`src/rtl/lock_pkg.sv`:
```
`timescale 1ns/1ps
// Shared types and helpers for the combination-lock round controller.
package lock_pkg;

  typedef logic [2:0] digit_t;

  typedef enum logic [2:0] {
    ST_IDLE    = 3'd0,
    ST_GEN     = 3'd1,
    ST_ARMED   = 3'd2,
    ST_SUCCESS = 3'd3,
    ST_FAIL    = 3'd4,
    ST_LOCKOUT = 3'd5
  } ctrl_state_t;

  // Checker joy_state value meaning "all digits entered".
  localparam digit_t CHK_PASS = 3'd4;

  // Key code 0 means "no key", so a generated digit may never be 0.
  function automatic digit_t nz_digit(digit_t d);
    return (d == 3'd0) ? 3'd1 : d;
  endfunction

  function automatic int max3(int a, int b, int c);
    int m;
    m = (a > b) ? a : b;
    return (m > c) ? m : c;
  endfunction

endpackage

```
`src/rtl/lfsr16.sv`:
```
`timescale 1ns/1ps
// Free-running 16-bit Fibonacci LFSR (taps 16,14,13,11); advances every cycle, never stalls.
// A nonzero seed keeps the register out of the all-zero lock-up state.
module lfsr16 #(
  parameter logic [15:0] SEED = 16'hACE1
) (
  input  logic        clk,
  input  logic        reset_n,
  output logic [15:0] lfsr
);

  logic feedback;

  assign feedback = lfsr[15] ^ lfsr[13] ^ lfsr[12] ^ lfsr[10];

  always_ff @(posedge clk or negedge reset_n) begin
    if (!reset_n) begin
      lfsr <= SEED;
    end else begin
      lfsr <= {lfsr[14:0], feedback};
    end
  end

endmodule

```
`src/rtl/lock_round_ctrl.sv`:
```
`timescale 1ns/1ps
// Round controller for the combination-lock checker: code generation, per-digit timeout, failure count, lockout.
// start -> GEN next edge -> ARMED one edge later; all outputs registered, no backpressure (pulse inputs only).
module lock_round_ctrl
  import lock_pkg::*;
#(
  parameter int          TIMEOUT_CYCLES = 500_000_000,
  parameter int          LOCKOUT_CYCLES = 1_500_000_000,
  parameter int          HOLD_CYCLES    = 100_000_000,
  parameter int          MAX_FAILS      = 3,
  parameter logic [15:0] LFSR_SEED      = 16'hACE1
) (
  input  logic       clk,
  input  logic       reset_n,
  input  logic       start,
  input  logic       key_valid,
  input  logic [3:0] key_press,
  input  logic [2:0] joy_state,
  input  logic       pass_flag,
  output logic [2:0] num_1,
  output logic [2:0] num_2,
  output logic [2:0] num_3,
  output logic [2:0] num_4,
  output logic       checker_rst_n,
  output logic [2:0] ctrl_state,
  output logic [1:0] fail_count,
  output logic       unlocked,
  output logic       locked_out
);

  localparam int TMAX = max3(TIMEOUT_CYCLES, LOCKOUT_CYCLES, HOLD_CYCLES);
  localparam int TW   = (TMAX > 1) ? $clog2(TMAX) : 1;

  localparam logic [TW-1:0] T_TIMEOUT = TW'(TIMEOUT_CYCLES - 1);
  localparam logic [TW-1:0] T_LOCKOUT = TW'(LOCKOUT_CYCLES - 1);
  localparam logic [TW-1:0] T_HOLD    = TW'(HOLD_CYCLES - 1);
  localparam logic [TW-1:0] T_ONE     = TW'(1);
  localparam logic [1:0]    FAIL_LIM  = 2'(MAX_FAILS);

  ctrl_state_t      state, state_nxt;
  logic [TW-1:0]    timer, timer_nxt;
  logic [1:0]       fail_nxt;
  digit_t [3:0]     code_q, code_nxt;
  logic [2:0]       joy_prev;
  logic [15:0]      lfsr;
  logic             wrong_key;
  logic             joy_moved;
  logic             unused_bits;

  lfsr16 #(
    .SEED (LFSR_SEED)
  ) u_lfsr (
    .clk     (clk),
    .reset_n (reset_n),
    .lfsr    (lfsr)
  );

  // Only key_press[2:0] carries a digit; upper LFSR bits are not part of the code.
  assign unused_bits = ^{key_press[3], lfsr[15:12]};

  assign wrong_key = key_valid && (joy_state < CHK_PASS) &&
                     (key_press[2:0] != code_q[joy_state[1:0]]);
  assign joy_moved = (joy_state != joy_prev);

  always_ff @(posedge clk or negedge reset_n) begin
    if (!reset_n) begin
      state <= ST_IDLE;
    end else begin
      state <= state_nxt;
    end
  end

  always_comb begin
    state_nxt = state;
    timer_nxt = timer;
    fail_nxt  = fail_count;
    code_nxt  = code_q;
    case (state)
      ST_IDLE: begin
        if (start) state_nxt = ST_GEN;
      end
      ST_GEN: begin
        for (int i = 0; i < 4; i++) begin
          code_nxt[i] = nz_digit(lfsr[3*i +: 3]);
        end
        timer_nxt = T_TIMEOUT;
        state_nxt = ST_ARMED;
      end
      ST_ARMED: begin
        // A wrong key and a timeout in the same cycle are one failure; pass beats both.
        if (pass_flag) begin
          state_nxt = ST_SUCCESS;
          timer_nxt = T_HOLD;
          fail_nxt  = 2'd0;
        end else if (wrong_key || (timer == '0)) begin
          state_nxt = ST_FAIL;
          fail_nxt  = (fail_count < FAIL_LIM) ? fail_count + 2'd1 : fail_count;
        end else if (joy_moved) begin
          timer_nxt = T_TIMEOUT;
        end else begin
          timer_nxt = timer - T_ONE;
        end
      end
      ST_SUCCESS: begin
        if (timer == '0) state_nxt = ST_IDLE;
        else             timer_nxt = timer - T_ONE;
      end
      ST_FAIL: begin
        if (fail_count == FAIL_LIM) begin
          state_nxt = ST_LOCKOUT;
          timer_nxt = T_LOCKOUT;
        end else begin
          state_nxt = ST_GEN;
        end
      end
      ST_LOCKOUT: begin
        if (timer == '0) begin
          state_nxt = ST_IDLE;
          fail_nxt  = 2'd0;
        end else begin
          timer_nxt = timer - T_ONE;
        end
      end
      default: begin
        state_nxt = ST_IDLE;
      end
    endcase
  end

  // Status outputs follow the next state so they change on the same edge as ctrl_state.
  always_ff @(posedge clk or negedge reset_n) begin
    if (!reset_n) begin
      timer         <= '0;
      fail_count    <= 2'd0;
      code_q        <= {4{3'd1}};
      joy_prev      <= 3'd0;
      checker_rst_n <= 1'b0;
      unlocked      <= 1'b0;
      locked_out    <= 1'b0;
    end else begin
      timer         <= timer_nxt;
      fail_count    <= fail_nxt;
      code_q        <= code_nxt;
      joy_prev      <= joy_state;
      checker_rst_n <= (state_nxt == ST_ARMED);
      unlocked      <= (state_nxt == ST_SUCCESS);
      locked_out    <= (state_nxt == ST_LOCKOUT);
    end
  end

  assign num_1      = code_q[0];
  assign num_2      = code_q[1];
  assign num_3      = code_q[2];
  assign num_4      = code_q[3];
  assign ctrl_state = state;

endmodule

```
`config.mk`:
```
export PLATFORM = sky130hd
export DESIGN_NAME = lock_round_ctrl
export DESIGN_NICKNAME = d
export VERILOG_FILES = /design/src/rtl/lock_pkg.sv /design/src/rtl/lfsr16.sv /design/src/rtl/lock_round_ctrl.sv
export SDC_FILE = /design/constraint.sdc
export NUM_CORES = 1
export LEC_CHECK = 0
export ABC_AREA = 0
export BUFFER_PORTS_ARGS = -buffer_cell sky130_fd_sc_hd__buf_2
export CELL_PAD_IN_SITES_DETAIL_PLACEMENT = 2
export CELL_PAD_IN_SITES_GLOBAL_PLACEMENT = 2
export CORE_MARGIN = 3
export CORE_UTILIZATION = 34
export CTS_CLUSTER_DIAMETER = 100
export DETAILED_ROUTE_END_ITERATION = 8
export PLACE_DENSITY = 0.85
export SLEW_MARGIN = 0
export SYNTH_ARGS = -nofsm -noshare
export SYNTH_HDL_FRONTEND = slang
export SYNTH_SLANG_ARGS = --single-unit
```
`constraint.sdc`:
```
create_clock -name clk -period 2.2 [get_ports clk]
set_input_delay 0.11 -clock clk [delete_from_list [all_inputs] [get_ports clk]]
set_output_delay 0.11 -clock clk [all_outputs]
set_load 0.01 [all_outputs]
```
# Word level (Yosys, flattened, before mapping)
# Cells that the tools add are included.
# op_classes
n_addsub	2
mul	0
div_mod_pow	0
magnitude_cmp	3
n_eq_ne	17
shifts	0
mux	23
n_bitwise	3
n_reduce_logical	14
# ops
op	count
$mux W31	5
$pmux W31 S4	1
$logic_not A31 Y1	1
$sub A31 B1 Y31 const B	1
$mux W3	10
$logic_not A3 Y1	5
$pmux W3 S5	1
$eq A3 B2 Y1 const B	4
$eq A3 B3 Y1 const B	3
$ne A3 B3 Y1 const B	3
$mux W2	4
$reduce_and A4 Y1	2
$bmux W3 S2	1
$ne A2 B2 Y1 const B	3
$ne A3 B3 Y1	2
$pmux W2 S2	1
$reduce_bool A4 Y1	1
$eq A3 B1 Y1 const B	1
$lt A2 B3 Y1 const B	1
$lt A3 B3 Y1 const B	1
$xor A1 B1 Y1	3
$add A2 B1 Y2 const B	1
$eq A2 B2 Y1 const B	1
$logic_and A1 B1 Y1	2
4 further kinds	4
# word_totals
regBits	70
latch_bits	0
mem_bits_rw	0
mem_bits_ro	0
inputBits	12
out_inout_bits	20
wordCells	74
mem_count	0

# Longest topological paths before layout
# logic_depth
ltp_word	9
depth_mapped	10
ltp_nobuf	8

# Modules after synthesis
# From an unflattened synthesis, not the netlist that was laid out.
# hier_totals
cells_unflattened	372
area_unflattened_um2	3691.0
# modules_own_cells
module	n_inst	cells_each	area_per_inst_um2
lock_round_ctrl	1	353	3254.4
lfsr16	1	19	436.7

# Worst setup path before layout
# Ideal clock, no wire load.
# synth_timing
kind	register -> register
startpoint	reg timer[8]
endpoint	reg timer[28]
arrival_ns	2.200
setup_slack_ns	-0.121
stages_incl_launch_ff	9
period_less_slack_ns	2.321
cell_sequence	dfrtp_1 -> nor4_4 -> nand2_2 -> nor4_4 -> a21oi_2 -> o31ai_4 -> buf_4 -> o21ba_1 -> o22a_1
# synth_between
elab_chain_cells	5
elab_cells_between_ends	11
classes_between	add/sub: 1; eq/ne: 2; mux: 5; reduce/logical: 3
# synth_rtl
item	line	rtl
from (decl)	lock_round_ctrl.sv:41	logic [TW-1:0] timer, timer_nxt;
from (signal assigned)	lock_round_ctrl.sv:141	timer <= timer_nxt;
$sub A31 B1 Y31	lock_round_ctrl.sv:101, lock_round_ctrl.sv:106, lock_round_ctrl.sv:121	
$mux W31	lock_round_ctrl.sv:98	end else if (joy_moved) begin
$mux W31	lock_round_ctrl.sv:95	end else if (wrong_key || (timer == '0)) begin
$mux W31	lock_round_ctrl.sv:91	if (pass_flag) begin
$pmux W31 S4	lock_round_ctrl.sv:78	case (state)
# Several ways; a longest one is shown, not always the timed one. The select of a mux whose other input is x is not followed.
# A chain may end at the register's enable or synchronous reset.

# Worst setup path in the final report
# layout_timing
startpoint	reg timer[5]
endpoint	reg timer[2]
# layout_between
elab_chain_cells	4
elab_cells_between_ends	5
classes_between	eq/ne: 2; reduce/logical: 3
# layout_rtl
item	line
$logic_not A31 Y1 *	lock_round_ctrl.sv:95, lock_round_ctrl.sv:105, lock_round_ctrl.sv:117
$logic_or A1 B1 Y1	lock_round_ctrl.sv:95
$ne A3 B3 Y1 (no source line)	--
$reduce_and A4 Y1 (no source line) *	--
# Mark *: on every way between the ends. The rest lies on a longest branch, timed or not.

==> impl_metrics.csv <==
group,metric,value,unit
synthesis,synth_area,3550,µm²
finish,fin_util,52.8,%
timing,fmax,0.377,GHz
pwr,power_density,1060,nW/µm²
setup_path,cp-end-kind,"register",
setup_path,max_stage_delay,0.44,ns
setup_path,criticalPathCategory,"reg -> reg",
synthesis,synth.most_common_cell,"dfrtp_1",
timing,rsz0062_at_grt,"true",
drt,vias_per_cell,5.79,
die,die_w,108,µm
finish,final_cells,626,
die,start_util,35.7,%
pwr,ir_worst_vdd,530,µV
timing,tightest_slew,0.644,ns
setup_path,crit_arrival,2.94,ns
pwr,seqPwrFrac,31.1,%
die,fp.dieArea,11700,µm²
global_routing,antenna_found_initial,0,
synthesis,yosysWarnings,0,
global_routing,grt_overflow,0,
clock_tree,clock_latency,0.37,ns
synthesis,synth_area_leader_cell,"dfrtp_1",
synthesis,synth-seq-area-share,49.7,%
min_path,min_from,"joy_state[0]",
synthesis,ys_seq_elements,70,
pwr,p_sw,2290,µW
synthesis,netlist_instances,362,
synthesis,synth.distinct_cells,53,
setup_path,crit_required,2.49,ns
clock_tree,clkTransAtPathRegs,0.09,ns
synthesis,synth_ff_type,"dfrtp_1",
timing,hold_slack,0.0468,ns
clock_tree,numCtsBuffers,9,
clock_tree,clockBufferDepth,2,
setup_path,r2r_start,"timer[5]",
placed_design,gp_congestion,0.884,
flow_run,drv_cap,0,
timing,hold_viol,0,
drt,avgRoutedWirePerCell,29.0,µm
timing,period_minus_slack,2.66,ns
placed_design,placed_area,4450,µm²
placed_design,portBuffers,30,
clock_tree,cts_root_buf,"clkbuf_8",
placed_design,dp_cells,583,
outcome,violations,"negative setup slack",
synthesis,synth_area_leaders,"dfrtp_1, dfstp_2, nor2_1",
pwr,power_frac_comb,46.2,%
setup_path,worstPathCellList,"nor4_4, nand4_1, nor4_4, buf_6, a211oi_4, o31ai_4, buf_12, nand2b_4, buf_6, o22a_1",
timing,post-route-period-util,121,%
drt,drt_iter0_drc,252,
setup_path,crit_path_start_kind,"register",
finish,synthToLayoutAreaGrowth,47.9,%
synthesis,synth_edf_count,0,
timing,fin_skew,0.0154,ns
die,core-area,9950,µm²
min_path,holdPathStages,2,
setup_path,rrSetupSlack,-0.46,ns
timing,relSlewSlack,56.6,%
global_routing,gr-usage-all-layers,30.9,%
timing,finalWorstSetupSlack,-0.455,ns
setup_path,cp_max_fo,6,
synthesis,synthArstFlopShare,100,%
placed_design,hpwl,10.2,mm
outcome,status,"finished with violations",
pwr,internal_power,3250,µW
pwr,clockPowerShare,22.7,%
drt,postRouteAntennaNets,0,
global_routing,grt_pass1_vias,4159,
clock_tree,tritoncts,"yes",
setup_path,rr_worst_depth,10,
pwr,swShare,41.4,%
drt,dr_total_vias,3626,
timing,slew_violations,0,
synthesis,synth_top_area_share,40.8,%
min_path,holdCritPathClass,"in -> reg",
finish,n_fill_cell,1000,
synthesis,synthTopCellsByCount,"dfrtp_1, nor2_1, o21ai_0, a21oi_1, nand2_1",
die,die_y,108,µm
drt,drt_wl_total,18.1,mm
finish,final_area,5260,µm²
global_routing,grt_max_degree,28,
clock_tree,cts_max_level,3,
drt,dr.pass1.iters,4,
min_path,hold-path-endpoint,"joy_prev[0]",
timing,setup_violations,35,
finish,num_antenna_cells,0,
global_routing,grt_first_pass_wirelength,26.4,mm
drt,remaining_drc_errors,0,
setup_path,rr_endpoint,"timer[2]",
synthesis,syn_nets,377,
finish,nets,503,
synthesis,synth_area_per_cell,9.82,µm²
placed_design,place_ws,-0.511,ns
finish,drive_gt1_share,46.2,%
pwr,power.leakage,0.00230,µW
clock_tree,cts_sinks,70,
die,ioPinCount,32,
die,row_count,36,
setup_path,cp_slowest_cell,"dfrtp_1",
## repair_timing
action / 4_1_cts / 5_1_grt
hold endpoints to repair: 20 / 0
hold buffers: 2 / 0
gates resized for setup: 60 / 42
pin swaps: 18 / 16
setup endpoints to repair: 37 / 37
gates cloned: 2 / 0
buffers inserted: 13 / 13
## per-layer routing
metal  GRT usage [%]  wire length, µm
met5               0                0
met4            14.2              722
met3            5.37              636
met2            57.2             9940
met1            34.2             6840
## registers in the layout, summed over array words and instances, names as in the netlist
signal,flops
locked_out,1
fail_count,2
joy_prev,3
num_3,3
timer,31
num_1,3
num_4,3
unlocked,1
ctrl_state,3
u_lfsr.lfsr,16
checker_rst_n,1
num_2,3
## through the flow
stage	total power, µW	setup TNS [ns]
after floorplan	2630	-0.167
after global placement	3330	-5.92
after detailed placement	3530	-12.51
after CTS	5170	-7.92
after global routing	5790	-15.56
final	5550	-11.84
## area by class of cell
class                   count  area [µm²]  share of cell area [%]
multi-input cells         268        1990                    37.8
flip-flops and latches     70        1770                    33.6
repair buffers            131        1070                    20.5
well taps                 133         166                    3.17
clock buffers               9         124                    2.36
clock inverters             7         104                    1.98
inverters                   8        30.0                   0.571
## cells in the final DEF, fill, tap and decap left out, types with 3 or more instances in the layout
cell       count
a21o_1         3
a21oi_1       21
a21oi_2        4
a2bb2oi_2      3
a31oi_1        9
and3_1         4
buf_12         8
buf_2         30
buf_4         79
buf_6         11
clkbuf_8       9
clkinv_4       3
dfrtp_1       57
dfstp_2       12
inv_1          7
mux2_2         8
nand2_1       15
nand2b_1       3
nand3_1        7
nand4_1        3
nor2_1        48
nor2_2         7
nor3_1         8
nor4_4         6
o21a_1         5
o21ai_0       12
o21ai_1       12
o21ai_2        9
o22a_1        10
o31ai_2        3
or3_1          5
xnor2_1        6
xor2_1         4
## how the worst max path moves through the flow
stage | start | depth (start not counted) | endpoint
finish | timer[5] | 10 | timer[2]
global route | timer[5] | 10 | timer[2]
CTS | timer[18] | 11 | timer[2]
detailed placement | timer[27] | 10 | timer[6]
global placement | num_3[0] | 9 | timer[22]
floorplan | timer[5] | 8 | timer[28]
## kinds of logic (layout without fill, tap and decap cells)
family / count (synthesis) / in the layout / synth area share [%]
muxes: 13 / 13 / 4.30
AOI/OAI and AO/OA: 113 / 113 / 20.9
DFF: 70 / 70 / 49.7
xor gates and xnor gates: 11 / 11 / 2.71
and+or+nand+nor: 128 / 128 / 18.3
buffers and inverters: 24 / 155 / 3.06
adders and majority gates: 3 / 3 / 1.06
## power by group through the flow
| stage | registers [µW] | clock network, µW | logic (µW) |
|---|---|---|---|
| finish | 1720 | 1260 | 2560 |
| global route | 1740 | 1340 | 2710 |
| CTS | 1690 | 1260 | 2220 |
| detailed placement | 1680 | 0 | 1850 |
| global placement | 1650 | 0 | 1690 |
| floorplan | 1690 | 0 | 938 |
## worst max-delay path: cells and delay by family, from the launching register on
family / cells / cell delay, ns
flip-flops: 1 / 0.44
AND/OR/NAND/NOR: 4 / 1.08
AO/OA/AOI/OAI: 3 / 0.56
buffers and inverters: 3 / 0.49
(Power assumes the default switching activity.)
